File: src/rtl/cplx_fixed_pkg.sv
// Shared fixed-point format helpers for the complex datapath (multiplier and accumulator).
// Holds default QI.QF constants, width helpers, the accumulator state enum and the saturation function.
package cplx_fixed_pkg;

    localparam int QI_DEFAULT      = 4;
    localparam int QF_DEFAULT      = 4;
    localparam int N_TERMS_DEFAULT = 4;
    localparam int GUARD_DEFAULT   = 2;
    localparam int SAT_CALC_W      = 64;

    typedef enum logic {
        ACC = 1'b0,
        OUT = 1'b1
    } cacc_state_e;

    typedef struct packed {
        logic [SAT_CALC_W-1:0] value;
        logic                  saturated;
    } sat_result_t;

    function automatic int width_of(input int qi, input int qf);
        return qi + qf;
    endfunction

    function automatic int accw_of(input int qi, input int qf, input int guard);
        return qi + qf + guard;
    endfunction

    // Clamps a sign-extended value into a w-bit two's-complement range; exact bounds are not saturation.
    function automatic sat_result_t sat_to_width(input logic signed [SAT_CALC_W-1:0] v, input int w);
        logic signed [SAT_CALC_W-1:0] max_v;
        logic signed [SAT_CALC_W-1:0] min_v;
        sat_result_t                  res;
        max_v = (64'sd1 <<< (w - 1)) - 64'sd1;
        min_v = -(64'sd1 <<< (w - 1));
        if (v > max_v) begin
            res.value     = max_v;
            res.saturated = 1'b1;
        end else if (v < min_v) begin
            res.value     = min_v;
            res.saturated = 1'b1;
        end else begin
            res.value     = v;
            res.saturated = 1'b0;
        end
        return res;
    endfunction

endpackage

File: src/rtl/fixed_saturate.sv
// Narrows a signed IN_W-bit value to OUT_W bits with clamping, flagging when the clamp engaged.
module fixed_saturate
    import cplx_fixed_pkg::*;
#(
    parameter int IN_W  = 10,
    parameter int OUT_W = 8
) (
    input  logic [IN_W-1:0]  din,
    output logic [OUT_W-1:0] dout,
    output logic             saturated
);

    generate
        if (IN_W <= OUT_W || IN_W > SAT_CALC_W) begin : g_bad_width
            $error("fixed_saturate: IN_W must exceed OUT_W and fit in SAT_CALC_W");
        end
    endgenerate

    logic signed [SAT_CALC_W-1:0] din_ext;
    sat_result_t                  res;
    logic                         unused_hi;

    assign din_ext   = {{(SAT_CALC_W-IN_W){din[IN_W-1]}}, din};
    assign res       = sat_to_width(din_ext, OUT_W);
    assign dout      = res.value[OUT_W-1:0];
    assign saturated = res.saturated;
    // Upper bits are just the sign extension of the clamped result.
    assign unused_hi = ^res.value[SAT_CALC_W-1:OUT_W];

endmodule

File: src/rtl/complex_accumulator.sv
// Accumulates N_TERMS complex QI.QF products and emits one saturated sum per frame over valid/ready.
// Optional CACC_SKID_EN: keep accumulating the next frame while a result waits in the output register.
module complex_accumulator
    import cplx_fixed_pkg::*;
#(
    parameter int QI      = QI_DEFAULT,
    parameter int QF      = QF_DEFAULT,
    parameter int N_TERMS = N_TERMS_DEFAULT,
    parameter int GUARD   = GUARD_DEFAULT
) (
    input  logic                 clk,
    input  logic                 rst_n,
    input  logic                 in_valid,
    output logic                 in_ready,
    input  logic [QI+QF-1:0]     in_Re,
    input  logic [QI+QF-1:0]     in_Im,
    input  logic                 in_ovf,
    output logic                 out_valid,
    input  logic                 out_ready,
    output logic [QI+QF-1:0]     out_Re,
    output logic [QI+QF-1:0]     out_Im,
    output logic                 out_ovf
);

    localparam int WIDTH = width_of(QI, QF);
    localparam int ACCW  = accw_of(QI, QF, GUARD);
    localparam int CNTW  = (N_TERMS > 2) ? $clog2(N_TERMS) : 1;
    localparam logic [CNTW-1:0] LAST_CNT = CNTW'(N_TERMS - 1);

    generate
        if (N_TERMS < 2) begin : g_bad_terms
            $error("complex_accumulator: N_TERMS must be >= 2");
        end
        if (GUARD < $clog2(N_TERMS)) begin : g_bad_guard
            $error("complex_accumulator: GUARD must be >= clog2(N_TERMS)");
        end
    endgenerate

    cacc_state_e      state_reg;
    cacc_state_e      state_next;
    logic [CNTW-1:0]  cnt_reg;
    logic             sticky_reg;
    logic             out_ovf_reg;

    logic             accept;
    logic             last_beat;
    logic             frame_done;

    logic [WIDTH-1:0] lane_in  [2];
    logic [WIDTH-1:0] lane_out [2];
    logic             lane_sat [2];

    assign lane_in[0] = in_Re;
    assign lane_in[1] = in_Im;

    assign last_beat  = (cnt_reg == LAST_CNT);
    assign accept     = in_valid && in_ready;
    assign frame_done = accept && last_beat;

`ifdef CACC_SKID_EN
    // Only the completing beat must wait, and only while the previous result is still unclaimed.
    assign in_ready = !(last_beat && (state_reg == OUT) && !out_ready);
`else
    assign in_ready = (state_reg == ACC);
`endif

    assign out_valid = (state_reg == OUT);

    always_ff @(posedge clk or negedge rst_n) begin
        if (!rst_n) begin
            state_reg <= ACC;
        end else begin
            state_reg <= state_next;
        end
    end

    always_comb begin
        state_next = state_reg;
        case (state_reg)
            ACC: begin
                if (frame_done) begin
                    state_next = OUT;
                end
            end
            OUT: begin
`ifdef CACC_SKID_EN
                // A fresh result loading on the same edge as the handshake keeps the output valid.
                if (out_ready && !frame_done) begin
                    state_next = ACC;
                end
`else
                if (out_ready) begin
                    state_next = ACC;
                end
`endif
            end
            default: state_next = ACC;
        endcase
    end

    genvar gi;
    generate
        for (gi = 0; gi < 2; gi++) begin : g_lane
            logic [ACCW-1:0]  acc_reg;
            logic [ACCW-1:0]  sum;
            logic [WIDTH-1:0] sat_val;
            logic [WIDTH-1:0] out_reg;
            logic             sat_flag;

            // GUARD bits absorb N_TERMS worth of growth, so this add never wraps.
            assign sum = acc_reg + {{GUARD{lane_in[gi][WIDTH-1]}}, lane_in[gi]};

            fixed_saturate #(
                .IN_W  (ACCW),
                .OUT_W (WIDTH)
            ) u_sat (
                .din       (sum),
                .dout      (sat_val),
                .saturated (sat_flag)
            );

            always_ff @(posedge clk or negedge rst_n) begin
                if (!rst_n) begin
                    acc_reg <= '0;
                    out_reg <= '0;
                end else if (accept) begin
                    if (last_beat) begin
                        acc_reg <= '0;
                        out_reg <= sat_val;
                    end else begin
                        acc_reg <= sum;
                    end
                end
            end

            assign lane_out[gi] = out_reg;
            assign lane_sat[gi] = sat_flag;
        end
    endgenerate

    always_ff @(posedge clk or negedge rst_n) begin
        if (!rst_n) begin
            cnt_reg     <= '0;
            sticky_reg  <= 1'b0;
            out_ovf_reg <= 1'b0;
        end else if (accept) begin
            if (last_beat) begin
                cnt_reg     <= '0;
                sticky_reg  <= 1'b0;
                out_ovf_reg <= sticky_reg | in_ovf | lane_sat[0] | lane_sat[1];
            end else begin
                cnt_reg    <= cnt_reg + 1'b1;
                sticky_reg <= sticky_reg | in_ovf;
            end
        end
    end

    assign out_Re  = lane_out[0];
    assign out_Im  = lane_out[1];
    assign out_ovf = out_ovf_reg;

endmodule

File: config.mk
export PLATFORM = sky130hd
export DESIGN_NAME = complex_accumulator
export DESIGN_NICKNAME = d
export VERILOG_FILES = /design/src/rtl/cplx_fixed_pkg.sv /design/src/rtl/fixed_saturate.sv /design/src/rtl/complex_accumulator.sv
export SDC_FILE = /design/constraint.sdc
export NUM_CORES = 1
export LEC_CHECK = 0
export CAP_MARGIN = 20
export CORE_MARGIN = 1
export CORE_UTILIZATION = 50
export DETAILED_ROUTE_END_ITERATION = 7
export PLACE_DENSITY = 0.76
export SETUP_SLACK_MARGIN = 0.02
export SLEW_MARGIN = 25
export SYNTH_ARGS = -nofsm -noshare
export SYNTH_HDL_FRONTEND = slang
export SYNTH_HIERARCHICAL = 1
export SYNTH_SLANG_ARGS = --single-unit
export TNS_END_PERCENT = 20
File: constraint.sdc
create_clock -name clk -period 2.65 [get_ports clk]
set_input_delay 0.53 -clock clk [delete_from_list [all_inputs] [get_ports clk]]
set_output_delay 0.53 -clock clk [all_outputs]
set_load 0.005 [all_outputs]
### Word-level counts from Yosys, hierarchy flattened

Cells that the tools add are included.

| operators by class | value |
|---|---|
| $add $sub $neg | 3 |
| multiplexer cells | 11 |
| bitwise gates (word level) | 4 |
| reductions and logical operators | 3 |
| eq/ne operators | 1 |
| magnitude comparators | 4 |

Operators with widths:

| cell | number |
|---|---|
| 2-to-1 mux 9 bit | 4 |
| adder 10 bit | 2 |
| > comparator 10 x 8 -> 1 bit, second input constant | 2 |
| < comparator 10 x 8 -> 1 bit, second input constant | 2 |
| 2-to-1 mux 10 bit | 2 |
| 2-to-1 mux 1 bit | 3 |
| bitwise OR 1 bit | 3 |
| adder 2 x 1 -> 2 bit, second input constant | 1 |
| equality test 2 bit, second input constant | 1 |
| logical AND 1 bit | 2 |
| 2-to-1 mux 2 bit | 1 |
| one-hot mux 1 bit (2 select lines) | 1 |
| AND reduction 2 bit | 1 |
| inverter 1 bit | 1 |

| word-level totals | value |
|---|---|
| register bits after elaboration | 41 |
| output and inout port bits | 19 |

### Depth between registers and ports, before layout

| logic depth | value |
|---|---|
| word-level depth | 6 |
| mapped depth | 13 |
| mapped depth without buffers | 12 |

### Modules after synthesis

The synthesis kept the hierarchy.

Modules (own cells, without submodules):

| module | instances | sequential area each (µm²) | cells each | area each (µm²) |
|---|---|---|---|---|
| complex_accumulator | 1 | 1026.0 | 256 | 2635.0 |
| fixed_saturate | 2 | 0.0 | 28 | 183.9 |

### Worst setup path before layout

Ideal clock, no wire load.

| path | value |
|---|---|
| path kind | input port to flip-flop |
| start point | in in_Re[0] |
| end point | reg out_ovf_reg (netlist: out_ovf) |
| stages on the path | 12 |
| data arrival time | 2596 ps |
| setup time | 128 ps |
| setup slack | -74 ps |
| path through | ha_1 -> inv_1 -> fa_1 -> nor2b_4 -> o31a_4 -> o21ai_2 -> a211oi_1 -> xor2_1 -> and3_2 -> nor2_1 -> nor4_1 -> o21ai_0 |

| between the ends | value |
|---|---|
| longest elaborated chain between the ends | 6 |
| elaborated cells on any way between the ends | 7 |

Ends and longest elaborated chain:

| element | line | source |
|---|---|---|
| from (decl) | complex_accumulator.sv:15 | `input logic [QI+QF-1:0] in_Re,` |
| adder 10 bit * | complex_accumulator.sv:111 | `assign sum = acc_reg + {{GUARD{lane_in[gi][WIDTH-1]}}, lane_in[gi]};` |
| via g_lane[0].sum[8] | complex_accumulator.sv:105 | `logic [ACCW-1:0] sum;` |
| < comparator 10 x 8 -> 1 bit | cplx_fixed_pkg.sv:39 | `end else if (v < min_v) begin` |
| 2-to-1 mux 9 bit | cplx_fixed_pkg.sv:39 |  |
| 2-to-1 mux 9 bit * | cplx_fixed_pkg.sv:36 | `if (v > max_v) begin` |
| via g_lane[0].sat_flag | complex_accumulator.sv:108 | `logic sat_flag;` |
| bitwise OR 1 bit * (2 in a row) | complex_accumulator.sv:150 | `out_ovf_reg <= sticky_reg \| in_ovf \| lane_sat[0] \| lane_sat[1];` |
| to (signal assigned) | complex_accumulator.sv:150 |  |
| to (decl) | complex_accumulator.sv:43 | `logic out_ovf_reg;` |

Mark *: on every way through the listed nets, which the timed path passes. The rest lies on a longest branch.
A chain may end at the register's enable or synchronous reset.

### Worst setup path in the final report

| path | value |
|---|---|
| start point | in in_Re[5] |
| end point | reg out_ovf_reg (netlist: out_ovf) |

The elaborated chain is that of the path after synthesis.

==> impl_metrics.toml <==
[run_status]
violations = "setup timing"
outcome = "complete, but fails checks"

[pwr]
p_leak_nw = 2.05
switching_share_pct = 43.5
pwr-share-seq_pct = 15.6
p_int_mw = 4.42
clockPowerShare_pct = 6.8
vdd_ir_drop_max_mv = 1.13
p_sw_mw = 3.40
combPwrFrac_pct = 77.6
cellPowerDensity_nw_per_um2 = 1670

[cts]
htree_levels = 2
path_clk_slew_ns = 0.09
cts_sinks = 41
clockRootBuffer = "clkbuf_8"
clock_path_buffers = 2
clock_latency_ns = 0.30
cts-buffers-inserted = 5
cts_tree = "done"
cts_hold_repair.buffers = 0

[sta]
finalHoldViolCount = 0
layout_min_cycle_time_ns = 2.73
rsz0062_at_grt = "true"
fmax_mhz = 366
period_share_pct = 103
finalSetupViolCount = 8
fin_skew_ns = 0.00716
max_slew.worst_pin.slew_ns = 0.640
timing_max_transition_violations_final = 0
tns_ns = -0.479
slew-limit-headroom_pct = 57.2
fin_ws_ns = -0.0827

[synth]
synthMuxAreaShare_pct = 6.00
synth_top_family_by_area = "compound AO/OA/AOI/OAI gates"
synth.net_count = 354
synthArstFlopShare_pct = 100
synth_area_leaders = "dfrtp_1 34%, ha_1 7.9%, mux2_2 6.0%"
yosys.area_share.simple_pct = 14.8
syn_inst = 312
ys.flop_type = "dfrtp_1"
yosysMostFrequentCell = "dfrtp_1"
synth_cell_types = 52
synth_top_area_share_pct = 34.2
synth-compound-area-share_pct = 26.1
ys_seq_elements = 41
netlist_area_um2 = 3000
yosysWarnings = 6
synthXorXnorAreaFrac_pct = 4.58
synth_common_cells = "41 x dfrtp_1, 26 x nor2_1, 19 x ha_1, 19 x inv_1, 17 x nand2_1"
syn_area_per_cell_um2 = 9.62
synthAdderAreaFrac_pct = 9.25
ys_seq_area_share_pct = 34.2
synth_top_area_cell = "dfrtp_1"
synth_edf_count = 0

[layout]
drive_gt1_share_pct = 45.6
nFillCells = 290
fin_cells = 508
diodes = 0
finalNetCount = 477
area_growth_pct = 55.6
largest_reg_flops = 20

[setup_path]
crit_type = "input port to flip-flop"
timing.rr.start = "g_lane[0].acc_reg[0]$_DFFE_PN0P_"
arrival_ns = 2.91
r2r_setup_slack_ns = -0.02
cp-end-kind = "flip-flop"
required_ns = 2.82
ff2ff_path_depth = 14
rr_endpoint = "out_ovf$_DFFE_PN0P_"
worstSetupStartpoint = "in_Re[5]"
critPathMaxFanout = 6
crit_end = "out_ovf$_DFFE_PN0P_"
setup.worst_path.start_class = "input port"

[placement]
dpl_worst_slack_ns = -0.585
port_buffers = 39
dp_hpwl_mm = 5.75
dp_cells = 477
place.gp.congestion = 0.943

[global_route]
grt_usage_pct = 32.8
grt_pass1_vias = 3130
gr-total-overflow = 0
grt_pass1_wl_mm = 15.8
antenna_found_initial = 0
grt_start_max_net_pins = 42

[die]
rows = 27
die-area_um2 = 6320
coreArea_um2 = 5640
die_w_um = 79.5
ioPinCount = 40
initial_core_util_pct = 53.2
dieHeight_um = 79.5

[drt]
drc = 0
ant_nets = 0
dr_total_vias = 3161
wl_mm = 10.5
firstDrtPassIters = 5
drt-initial-drc-count = 280
avgViaCountPerCell = 6.22
wl_per_cell_um = 20.6

[worst_hold_path]
holdCritPathClass = "input port to asynchronous set/reset pin"

[flow_run]
maxCapViolations = 0
[metal layers]
| layer | vias to the layer above | global-route usage, % | part of all wire, % |
|---|---|---|---|
| li1 | 1382 | - | - |
| met1 | 1581 | 42.1 | 42 |
| met2 | 168 | 54.4 | 49 |
| met3 | 30 | 4.91 | 6.4 |
| met4 | 0 | 14.9 | 2.6 |
| met5 | - | 0 | 0 |
[how the worst min path moves through the flow]
stage / from / to / slack, ns
after floorplan: rst_n / cnt_reg[0]$_DFFE_PN0P_ / 0.23
after global placement: cnt_reg[1]$_DFFE_PN0P_ / cnt_reg[1]$_DFFE_PN0P_ / 0.46
after detailed placement: g_lane[0].acc_reg[6]$_DFFE_PN0P_ / g_lane[0].acc_reg[6]$_DFFE_PN0P_ / 0.48
after CTS: rst_n / g_lane[0].acc_reg[4]$_DFFE_PN0P_ / 0.42
after global routing: rst_n / g_lane[0].acc_reg[4]$_DFFE_PN0P_ / 0.26
final: rst_n / g_lane[0].acc_reg[4]$_DFFE_PN0P_ / 0.20
[stage by stage]
stage	power (mW)	hold slack, ns	utilization (%)	cell area, um^2
2_1_floorplan	3.85	0.234	-	3020
3_3_place_gp	5.32	0.462	69.5	3920
3_5_place_dp	5.48	0.478	69.5	3920
4_1_cts	7.17	0.418	80.2	4530
5_1_grt	8.21	0.256	82.8	4670
6_report	7.82	0.195	82.8	4670
[worst max-delay path: stages]
cell and delay [ns]:
clkdlybuf4s50_1 0.44, ha_2 0.22, a211oi_2 0.26, o21bai_2 0.12, a21oi_2 0.18, xnor2_2 0.17, xor2_2 0.12, buf_4 0.16
buf_6 0.13, nor3_4 0.19, nor2_2 0.05, nor4_2 0.24, o21ai_1 0.09
[power by group through the flow]
stage	clock network, mW	registers, mW	logic (mW)
after floorplan	0	1.11	2.73
after detailed placement	0	1.15	4.33
final	0.534	1.22	6.07
after global placement	0	1.13	4.18
after CTS	0.539	1.20	5.44
after global routing	0.560	1.25	6.40
[cell families after synthesis]
| family | count (synthesis) |
|---|---|
| DFF | 41 |
| xor gates and xnor gates | 14 |
| adders and majority gates | 21 |
| muxes | 16 |
| and+or+nand+nor | 86 |
| buffers and inverters | 31 |
| AOI/OAI and AO/OA | 103 |
[layout by cell type (no fill, tap or decap), types with 6 or more instances in the layout]
master and n:
buf_4 82, dfrtp_1 41, clkdlybuf4s50_1 23, inv_1 17
nand2_1 17, nor2_1 16, ha_4 14, o21ai_0 13
mux2_2 12, o22ai_1 12, a21oi_1 11, nand3_1 10
a22o_1 10, nor2_2 9, dlygate4sd2_1 8, a21boi_1 7
a21boi_2 6
[final cells by class]
type	instances	area [um^2]	area share, %
Sequential cell	41	1030	22.0
Timing Repair Buffer	128	1110	23.7
Clock buffer	5	68.8	1.47
Clock inverter	3	46.3	0.991
Inverter	19	71.3	1.53
Multi-Input combinational cell	240	2260	48.4
Tap cell	72	90.1	1.93
[what timing repair did]
item                       CTS  global route
buffers inserted            13             9
gates resized for setup     89            28
pin swaps                   42            24
setup endpoints to repair   15            15
gates cloned                 4             0
No activity file was read; power rests on OpenSTA's default activity.
